`config.mk`:
```
export PLATFORM = sky130hd
export DESIGN_NAME = mem_port_arbiter
export DESIGN_NICKNAME = d
export VERILOG_FILES = /design/src/rtl/mem_port_arbiter_pkg.sv /design/src/rtl/mem_port_arbiter_rr_pick2.sv /design/src/rtl/mem_port_arbiter.sv
export SDC_FILE = /design/constraint.sdc
export NUM_CORES = 1
export LEC_CHECK = 0
export ABC_AREA = 1
export CAP_MARGIN = 40
export CORE_MARGIN = 3
export CORE_UTILIZATION = 30
export CTS_CLUSTER_DIAMETER = 150
export CTS_CLUSTER_SIZE = 30
export DETAILED_ROUTE_END_ITERATION = 10
export SETUP_SLACK_MARGIN = 0.15
export SYNTH_ARGS = -nofsm -noshare
export SYNTH_HDL_FRONTEND = slang
export SYNTH_HIERARCHICAL = 1
export SYNTH_SLANG_ARGS = --single-unit
```
`constraint.sdc`:
```
create_clock -name i_clk -period 2.25 [get_ports i_clk]
set_input_delay 0.675 -clock i_clk [delete_from_list [all_inputs] [get_ports i_clk]]
set_output_delay 0.675 -clock i_clk [all_outputs]
set_load 0.03 [all_outputs]
```
`src/rtl/mem_port_arbiter_pkg.sv`:
```
// Shared state encoding, requester ids and memory op codes for mem_port_arbiter.
// Optional grant locking is enabled by defining ARB_LOCK_EN.
package mem_port_arbiter_pkg;

    typedef enum logic [1:0] {
        ARB_S_IDLE  = 2'd0,
        ARB_S_ISSUE = 2'd1,
        ARB_S_WAIT  = 2'd2,
        ARB_S_DONE  = 2'd3
    } arb_state_e;

    localparam logic ARB_REQ_CPU = 1'b0;
    localparam logic ARB_REQ_DBG = 1'b1;

    localparam logic MEM_RD = 1'b0;
    localparam logic MEM_WR = 1'b1;

    // Width of the WAIT down-counter; it only ever holds MEM_LAT-2.
    function automatic int unsigned arb_cnt_w(input int unsigned lat);
        return (lat > 32'd2) ? 32'($clog2(lat - 32'd1)) : 32'd1;
    endfunction

endpackage

```
`src/rtl/mem_port_arbiter_rr_pick2.sv`:
```
// Combinational two-way round-robin picker: on a tie the requester that did
// not win last time is chosen.
module mem_port_arbiter_rr_pick2
    import mem_port_arbiter_pkg::*;
(
    input  logic [1:0] i_req,
    input  logic       i_last,
    output logic       o_valid_c,
    output logic       o_pick_c
);

    always_comb begin
        o_valid_c = |i_req;
        o_pick_c  = ARB_REQ_CPU;
        if (&i_req) begin
            o_pick_c = ~i_last;
        end else if (i_req[1]) begin
            o_pick_c = ARB_REQ_DBG;
        end
    end

endmodule

```
`src/rtl/mem_port_arbiter.sv`:
```
// Round-robin arbiter sharing one fixed-latency memory port between the CPU
// sequencer (req 0) and the debug loader (req 1). Define ARB_LOCK_EN for locking.
module mem_port_arbiter
    import mem_port_arbiter_pkg::*;
#(
    parameter int unsigned AW      = 8,
    parameter int unsigned DW      = 8,
    parameter int unsigned MEM_LAT = 1
) (
    input  logic          i_clk,
    input  logic          i_rst_n,
    input  logic          i_req0,
    input  logic          i_req1,
    input  logic          i_rw0,
    input  logic          i_rw1,
    input  logic [AW-1:0] i_addr0,
    input  logic [AW-1:0] i_addr1,
    input  logic [DW-1:0] i_wdata0,
    input  logic [DW-1:0] i_wdata1,
    input  logic          i_lock0,
    input  logic          i_lock1,
    output logic          o_gnt0,
    output logic          o_gnt1,
    output logic          o_ack0,
    output logic          o_ack1,
    output logic [DW-1:0] o_rdata,
    output logic          o_mem_en,
    output logic          o_mem_rw,
    output logic [AW-1:0] o_mem_addr,
    output logic [DW-1:0] o_mem_wdata,
    input  logic [DW-1:0] i_mem_rdata
);

    localparam int unsigned CW      = arb_cnt_w(MEM_LAT);
    localparam int unsigned WAIT_LD = (MEM_LAT > 1) ? MEM_LAT - 2 : 0;
    localparam logic        LAT_ONE = (MEM_LAT == 1);

    arb_state_e    r_state, w_state_nxt;
    logic          r_owner, w_owner_nxt;
    logic          r_rw, w_rw_nxt;
    logic [AW-1:0] r_addr, w_addr_nxt;
    logic [DW-1:0] r_wdata, w_wdata_nxt;
    logic          r_rr_last, w_rr_last_nxt;
    logic [CW-1:0] r_cnt, w_cnt_nxt;
    logic          w_load;
    logic          w_pick_valid;
    logic          w_pick;
    logic          w_lock_hold;
    logic          w_busy_nxt;
    logic          w_capture;

    mem_port_arbiter_rr_pick2 u_pick (
        .i_req     ({i_req1, i_req0}),
        .i_last    (r_rr_last),
        .o_valid_c (w_pick_valid),
        .o_pick_c  (w_pick)
    );

`ifdef ARB_LOCK_EN
    assign w_lock_hold = (r_owner == ARB_REQ_DBG) ? (i_lock1 & i_req1)
                                                  : (i_lock0 & i_req0);
`else
    logic w_unused_lock;
    assign w_unused_lock = i_lock0 | i_lock1;
    assign w_lock_hold   = 1'b0;
`endif

    // Next-state and transaction latch selection.
    always_comb begin
        w_state_nxt   = r_state;
        w_owner_nxt   = r_owner;
        w_rw_nxt      = r_rw;
        w_addr_nxt    = r_addr;
        w_wdata_nxt   = r_wdata;
        w_rr_last_nxt = r_rr_last;
        w_cnt_nxt     = r_cnt;
        w_load        = 1'b0;
        case (r_state)
            ARB_S_IDLE: begin
                if (w_pick_valid) begin
                    w_state_nxt   = ARB_S_ISSUE;
                    w_owner_nxt   = w_pick;
                    w_rr_last_nxt = w_pick;
                    w_load        = 1'b1;
                end
            end
            ARB_S_ISSUE: begin
                if (LAT_ONE) begin
                    w_state_nxt = ARB_S_DONE;
                end else begin
                    w_state_nxt = ARB_S_WAIT;
                    w_cnt_nxt   = CW'(WAIT_LD);
                end
            end
            ARB_S_WAIT: begin
                if (r_cnt == '0) begin
                    w_state_nxt = ARB_S_DONE;
                end else begin
                    w_cnt_nxt = r_cnt - CW'(1);
                end
            end
            ARB_S_DONE: begin
                // A locked owner re-issues directly; rr_last is left alone.
                if (w_lock_hold) begin
                    w_state_nxt = ARB_S_ISSUE;
                    w_load      = 1'b1;
                end else begin
                    w_state_nxt = ARB_S_IDLE;
                end
            end
            default: w_state_nxt = ARB_S_IDLE;
        endcase
        if (w_load) begin
            w_rw_nxt    = (w_owner_nxt == ARB_REQ_DBG) ? i_rw1    : i_rw0;
            w_addr_nxt  = (w_owner_nxt == ARB_REQ_DBG) ? i_addr1  : i_addr0;
            w_wdata_nxt = (w_owner_nxt == ARB_REQ_DBG) ? i_wdata1 : i_wdata0;
        end
    end

    assign w_busy_nxt = (w_state_nxt == ARB_S_ISSUE) || (w_state_nxt == ARB_S_WAIT);
    assign w_capture  = (r_rw != MEM_WR) &&
                        (((r_state == ARB_S_ISSUE) && LAT_ONE) ||
                         ((r_state == ARB_S_WAIT) && (r_cnt == '0)));

    always_ff @(posedge i_clk or negedge i_rst_n) begin
        if (!i_rst_n) begin
            r_state <= ARB_S_IDLE;
        end else begin
            r_state <= w_state_nxt;
        end
    end

    always_ff @(posedge i_clk or negedge i_rst_n) begin
        if (!i_rst_n) begin
            r_owner   <= ARB_REQ_CPU;
            r_rw      <= MEM_RD;
            r_addr    <= '0;
            r_wdata   <= '0;
            r_rr_last <= ARB_REQ_DBG;
            r_cnt     <= '0;
        end else begin
            r_owner   <= w_owner_nxt;
            r_rw      <= w_rw_nxt;
            r_addr    <= w_addr_nxt;
            r_wdata   <= w_wdata_nxt;
            r_rr_last <= w_rr_last_nxt;
            r_cnt     <= w_cnt_nxt;
        end
    end

    // Outputs are registered from the next-state view so they line up with r_state.
    always_ff @(posedge i_clk or negedge i_rst_n) begin
        if (!i_rst_n) begin
            o_gnt0      <= 1'b0;
            o_gnt1      <= 1'b0;
            o_ack0      <= 1'b0;
            o_ack1      <= 1'b0;
            o_rdata     <= '0;
            o_mem_en    <= 1'b0;
            o_mem_rw    <= MEM_RD;
            o_mem_addr  <= '0;
            o_mem_wdata <= '0;
        end else begin
            o_gnt0      <= (w_state_nxt != ARB_S_IDLE) && (w_owner_nxt == ARB_REQ_CPU);
            o_gnt1      <= (w_state_nxt != ARB_S_IDLE) && (w_owner_nxt == ARB_REQ_DBG);
            o_ack0      <= (w_state_nxt == ARB_S_DONE) && (w_owner_nxt == ARB_REQ_CPU);
            o_ack1      <= (w_state_nxt == ARB_S_DONE) && (w_owner_nxt == ARB_REQ_DBG);
            o_mem_en    <= (w_state_nxt == ARB_S_ISSUE);
            o_mem_rw    <= w_busy_nxt ? w_rw_nxt    : MEM_RD;
            o_mem_addr  <= w_busy_nxt ? w_addr_nxt  : '0;
            o_mem_wdata <= w_busy_nxt ? w_wdata_nxt : '0;
            if (w_capture) begin
                o_rdata <= i_mem_rdata;
            end
        end
    end

endmodule

```
==> impl_results.md <==
- Status: finished clean
- Worst clock skew: 0.009484 ns
- Std-Cell Rows: 31
- CP Cell Sequence: clkdlybuf4s50_1
- Async S/R FF share, synth: 100.0%
- DRC viols: 0
- Reg area: 0.001277 mm2
- Slew Viols, Final: 0
- Sequential cell area fraction in the yosys report: between 50 and 60%
- Vias: 1831
- Worst min path class: primary input to asynchronous set/reset pin
- Sequential Power Share: 30.8%
- Met2 GRT Util: 20.80%
- Grt met3 use: 3.586%
- Final hold vios: 0
- Fmax: roughly 490 MHz
- I/O pins: 78
- Top FF cell, synth: dfrtp_1
- Total Power: 4.779 mW
- Syn-to-layout area delta: 42.11%
- GR Util All Layers: 12.37%
- Worst path slowest cell: clkdlybuf4s50_1
- Yosys top cell area share: a little over half
- Clk_lat worst skew: around 0.3 ns
- Power Density: about 1400 mW/mm2
- Die Wd: 94.46 um
- DR WL/cell: 12.10 um
- Via/cell ratio: around 4.2
- H-tree lvl count: 2
- DIE AREA: 0.008922 mm2
- Detailed Route WL: 5.238 mm
- Congestion Overflow GR: 0
- Diode count: 0
- Yosys reg bits: just over 50
- Relative slew margins: between 60 and 70%
- CTS tree: built
- Switching power: 2.092 mW
- Data required, critical path: 1.57 ns
- Share of cells above drive strength 1: 16.17%
- Placed Instance Area: 0.003248 mm2
- Clock network fraction of total power: 10.8%
- Gate power share: 58.3%
- Pin count of the biggest net entering global routing: 24
- Post-detail-place hpwl: 3.841 mm
- Routability cong.: 0.6959
- Post-synth EDFFs: 0
- Final instance area: ~0.0033 mm2
- Setup violators final: 0
- RSZ-0062 raised after global routing: no
- Largest area contributor in the netlist: dfrtp_1
- Hold buffers post-CTS: 0
- Worst Max-Slew Pin Slew: 0.4776 ns
- Multi-input gate area: 802.0 um2
- Tcrit/Tclk final: 90.09%
- Die height: 94.46 um
- Clock transition at the registers of the reported paths: approximately 0.1 ns
- CP startpoint kind: flip-flop
- CP max stage delay: 0.68 ns
- Bufs on Longest Clock Path: 2
- Vias in the first global route: 1817
- Syn_nets: 303
- Crit path max-delay family: buffers and inverters
- Pint: 2.687 mW
- Area contributors post-synth: dfrtp_1 (53%), nand2_1 (9.9%), inv_1 (8.0%), a21oi_2 (7.5%), nand3_2 (4.3%)
- Fin crit period: 2.027 ns
- CP Buf/Inv Count: 1
- Synthesized instance count: 250
- M1 GR Usage: 15.57%
- Gr busiest metal: met2
- Root Driver: clkbuf_8
- Initial DRC count: 46
- Initial antenna violation count: 0
- CP Max Fanout: 2
- Mean Syn Cell Area: roughly 9.4 um2
- Maxcap violations: 0
- Top-count cell post-synth: nand2_1
- Clock Sinks: 51
- Detailed Routing Iterations Pass 1: 4
- Fin Setup TNS: 0 ns
- Initial Util: 31.68%
- Worst Path Arrival: 1.35 ns
- Synth warn: 6
- Fillers: between 700 and 800
- Area of the core: 0.007408 mm2
- Synth unique cells: 21
- DRT antenna net count: 0
- Kind of critical path: flip-flop to output port
- PortBufs: 75
- Synth cell count leaders: nand2_1 (62), dfrtp_1 (50), inv_1 (50)
- First-pass GRT wire length: 8.576 mm
- Mapped Area: 0.002347 mm2
- Resize count post-CTS: 0
- NumNets Final: between 300 and 400
- CTS Buf Count: 5
- Worst VDD drop: roughly 0.80 mV
- Postcts setup bufs: 0
- Leak Pwr: between 1.5 and 2 nW
- Crit. End Element: output port
- Net Sw Frac: a little over two fifths
==> cell usage in the layout (no fill, tap or decap), drive strengths merged, types with 2 or more instances in the layout <==
| cell | count |
|---|---|
| buf | 12 |
| nor2 | 5 |
| clkdlybuf4s50 | 73 |
| ha | 5 |
| dfrtp | 50 |
| inv | 50 |
| o21ai | 8 |
| a21oi | 35 |
| clkbuf | 6 |
| nand3 | 18 |
| or2 | 2 |
| nand2 | 64 |
| clkinv | 2 |
==> routing by layer <==
layer	wire length, um	share of wire, %
met4	56	1.1
met3	383	7.3
met1	2363	45
met5	0	0
met2	2434	46
==> worst paths after layout <==
path	start	to	slack, ns	cells past startpoint
max	o_rdata[2]$_DFFE_PN0P_	o_rdata[2]	0.22	1
min	i_rst_n	o_mem_wdata[1]$_DFF_PN0_	0.30	1
max reg2reg	r_state[0]$_DFF_PN0_	o_mem_addr[2]$_DFF_PN0_	0.56	8
min reg2reg	r_rr_last$_DFFE_PN1N_	r_rr_last$_DFFE_PN1N_	0.47	2
max in group asynchronous	i_rst_n	r_rr_last$_DFFE_PN1N_	1.31	2
min in group i_clk	r_rr_last$_DFFE_PN1N_	r_rr_last$_DFFE_PN1N_	0.47	2
==> sequential cells by signal, indices dropped and copies added (netlist names) <==
register and count:
o_ack0 1, o_ack1 1, r_wdata 8, o_mem_rw 1
o_gnt1 1, r_rr_last 1, o_mem_addr 8, r_rw 1
o_gnt0 1, r_state 2, o_rdata 8, r_owner 1
o_mem_en 1, r_addr 8, o_mem_wdata 8
==> power groups by stage <==
stage	clock, mW	combinational, mW	sequential (mW)
3_5_place_dp	0	2.84	1.49
2_1_floorplan	0	1.38	1.88
6_report	0.518	2.79	1.47
5_1_grt	0.580	3.07	1.52
3_3_place_gp	0	2.78	1.49
4_1_cts	0.532	2.84	1.48
==> cell families (layout without fill, tap and decap cells) <==
group	Yosys count	in the layout	share of synthesized area [%]
buffers and inverters	61	145	11.57
and+or+nand+nor	89	89	18.71
DFF	51	51	54.42
AOI/OAI and AO/OA	44	44	12.63
adders and majority gates	5	5	2.665
==> through the flow <==
stage / cells / setup slack, ns / utilization, % / hold slack, ns
2_1_floorplan: 250 / 0.2112 / - / 0.3794
3_3_place_gp: 425 / -0.01662 / 43.84 / 0.4557
3_5_place_dp: 425 / -0.05445 / 43.84 / 0.4628
4_1_cts: 433 / 0.2117 / 44.99 / 0.3147
5_1_grt: 433 / 0.1616 / 45.03 / 0.3294
6_report: 433 / 0.2229 / 45.03 / 0.3010
==> cell type report <==
cell class	count	share of cell area, %
Tap cell	99	3.713
Sequential cell	51	38.30
Multi-Input combinational cell	138	24.04
Clock inverter	2	0.3751
Inverter	51	5.739
Clock buffer	6	2.176
Timing Repair Buffer	86	25.66
No activity file was read; power rests on OpenSTA's default activity.
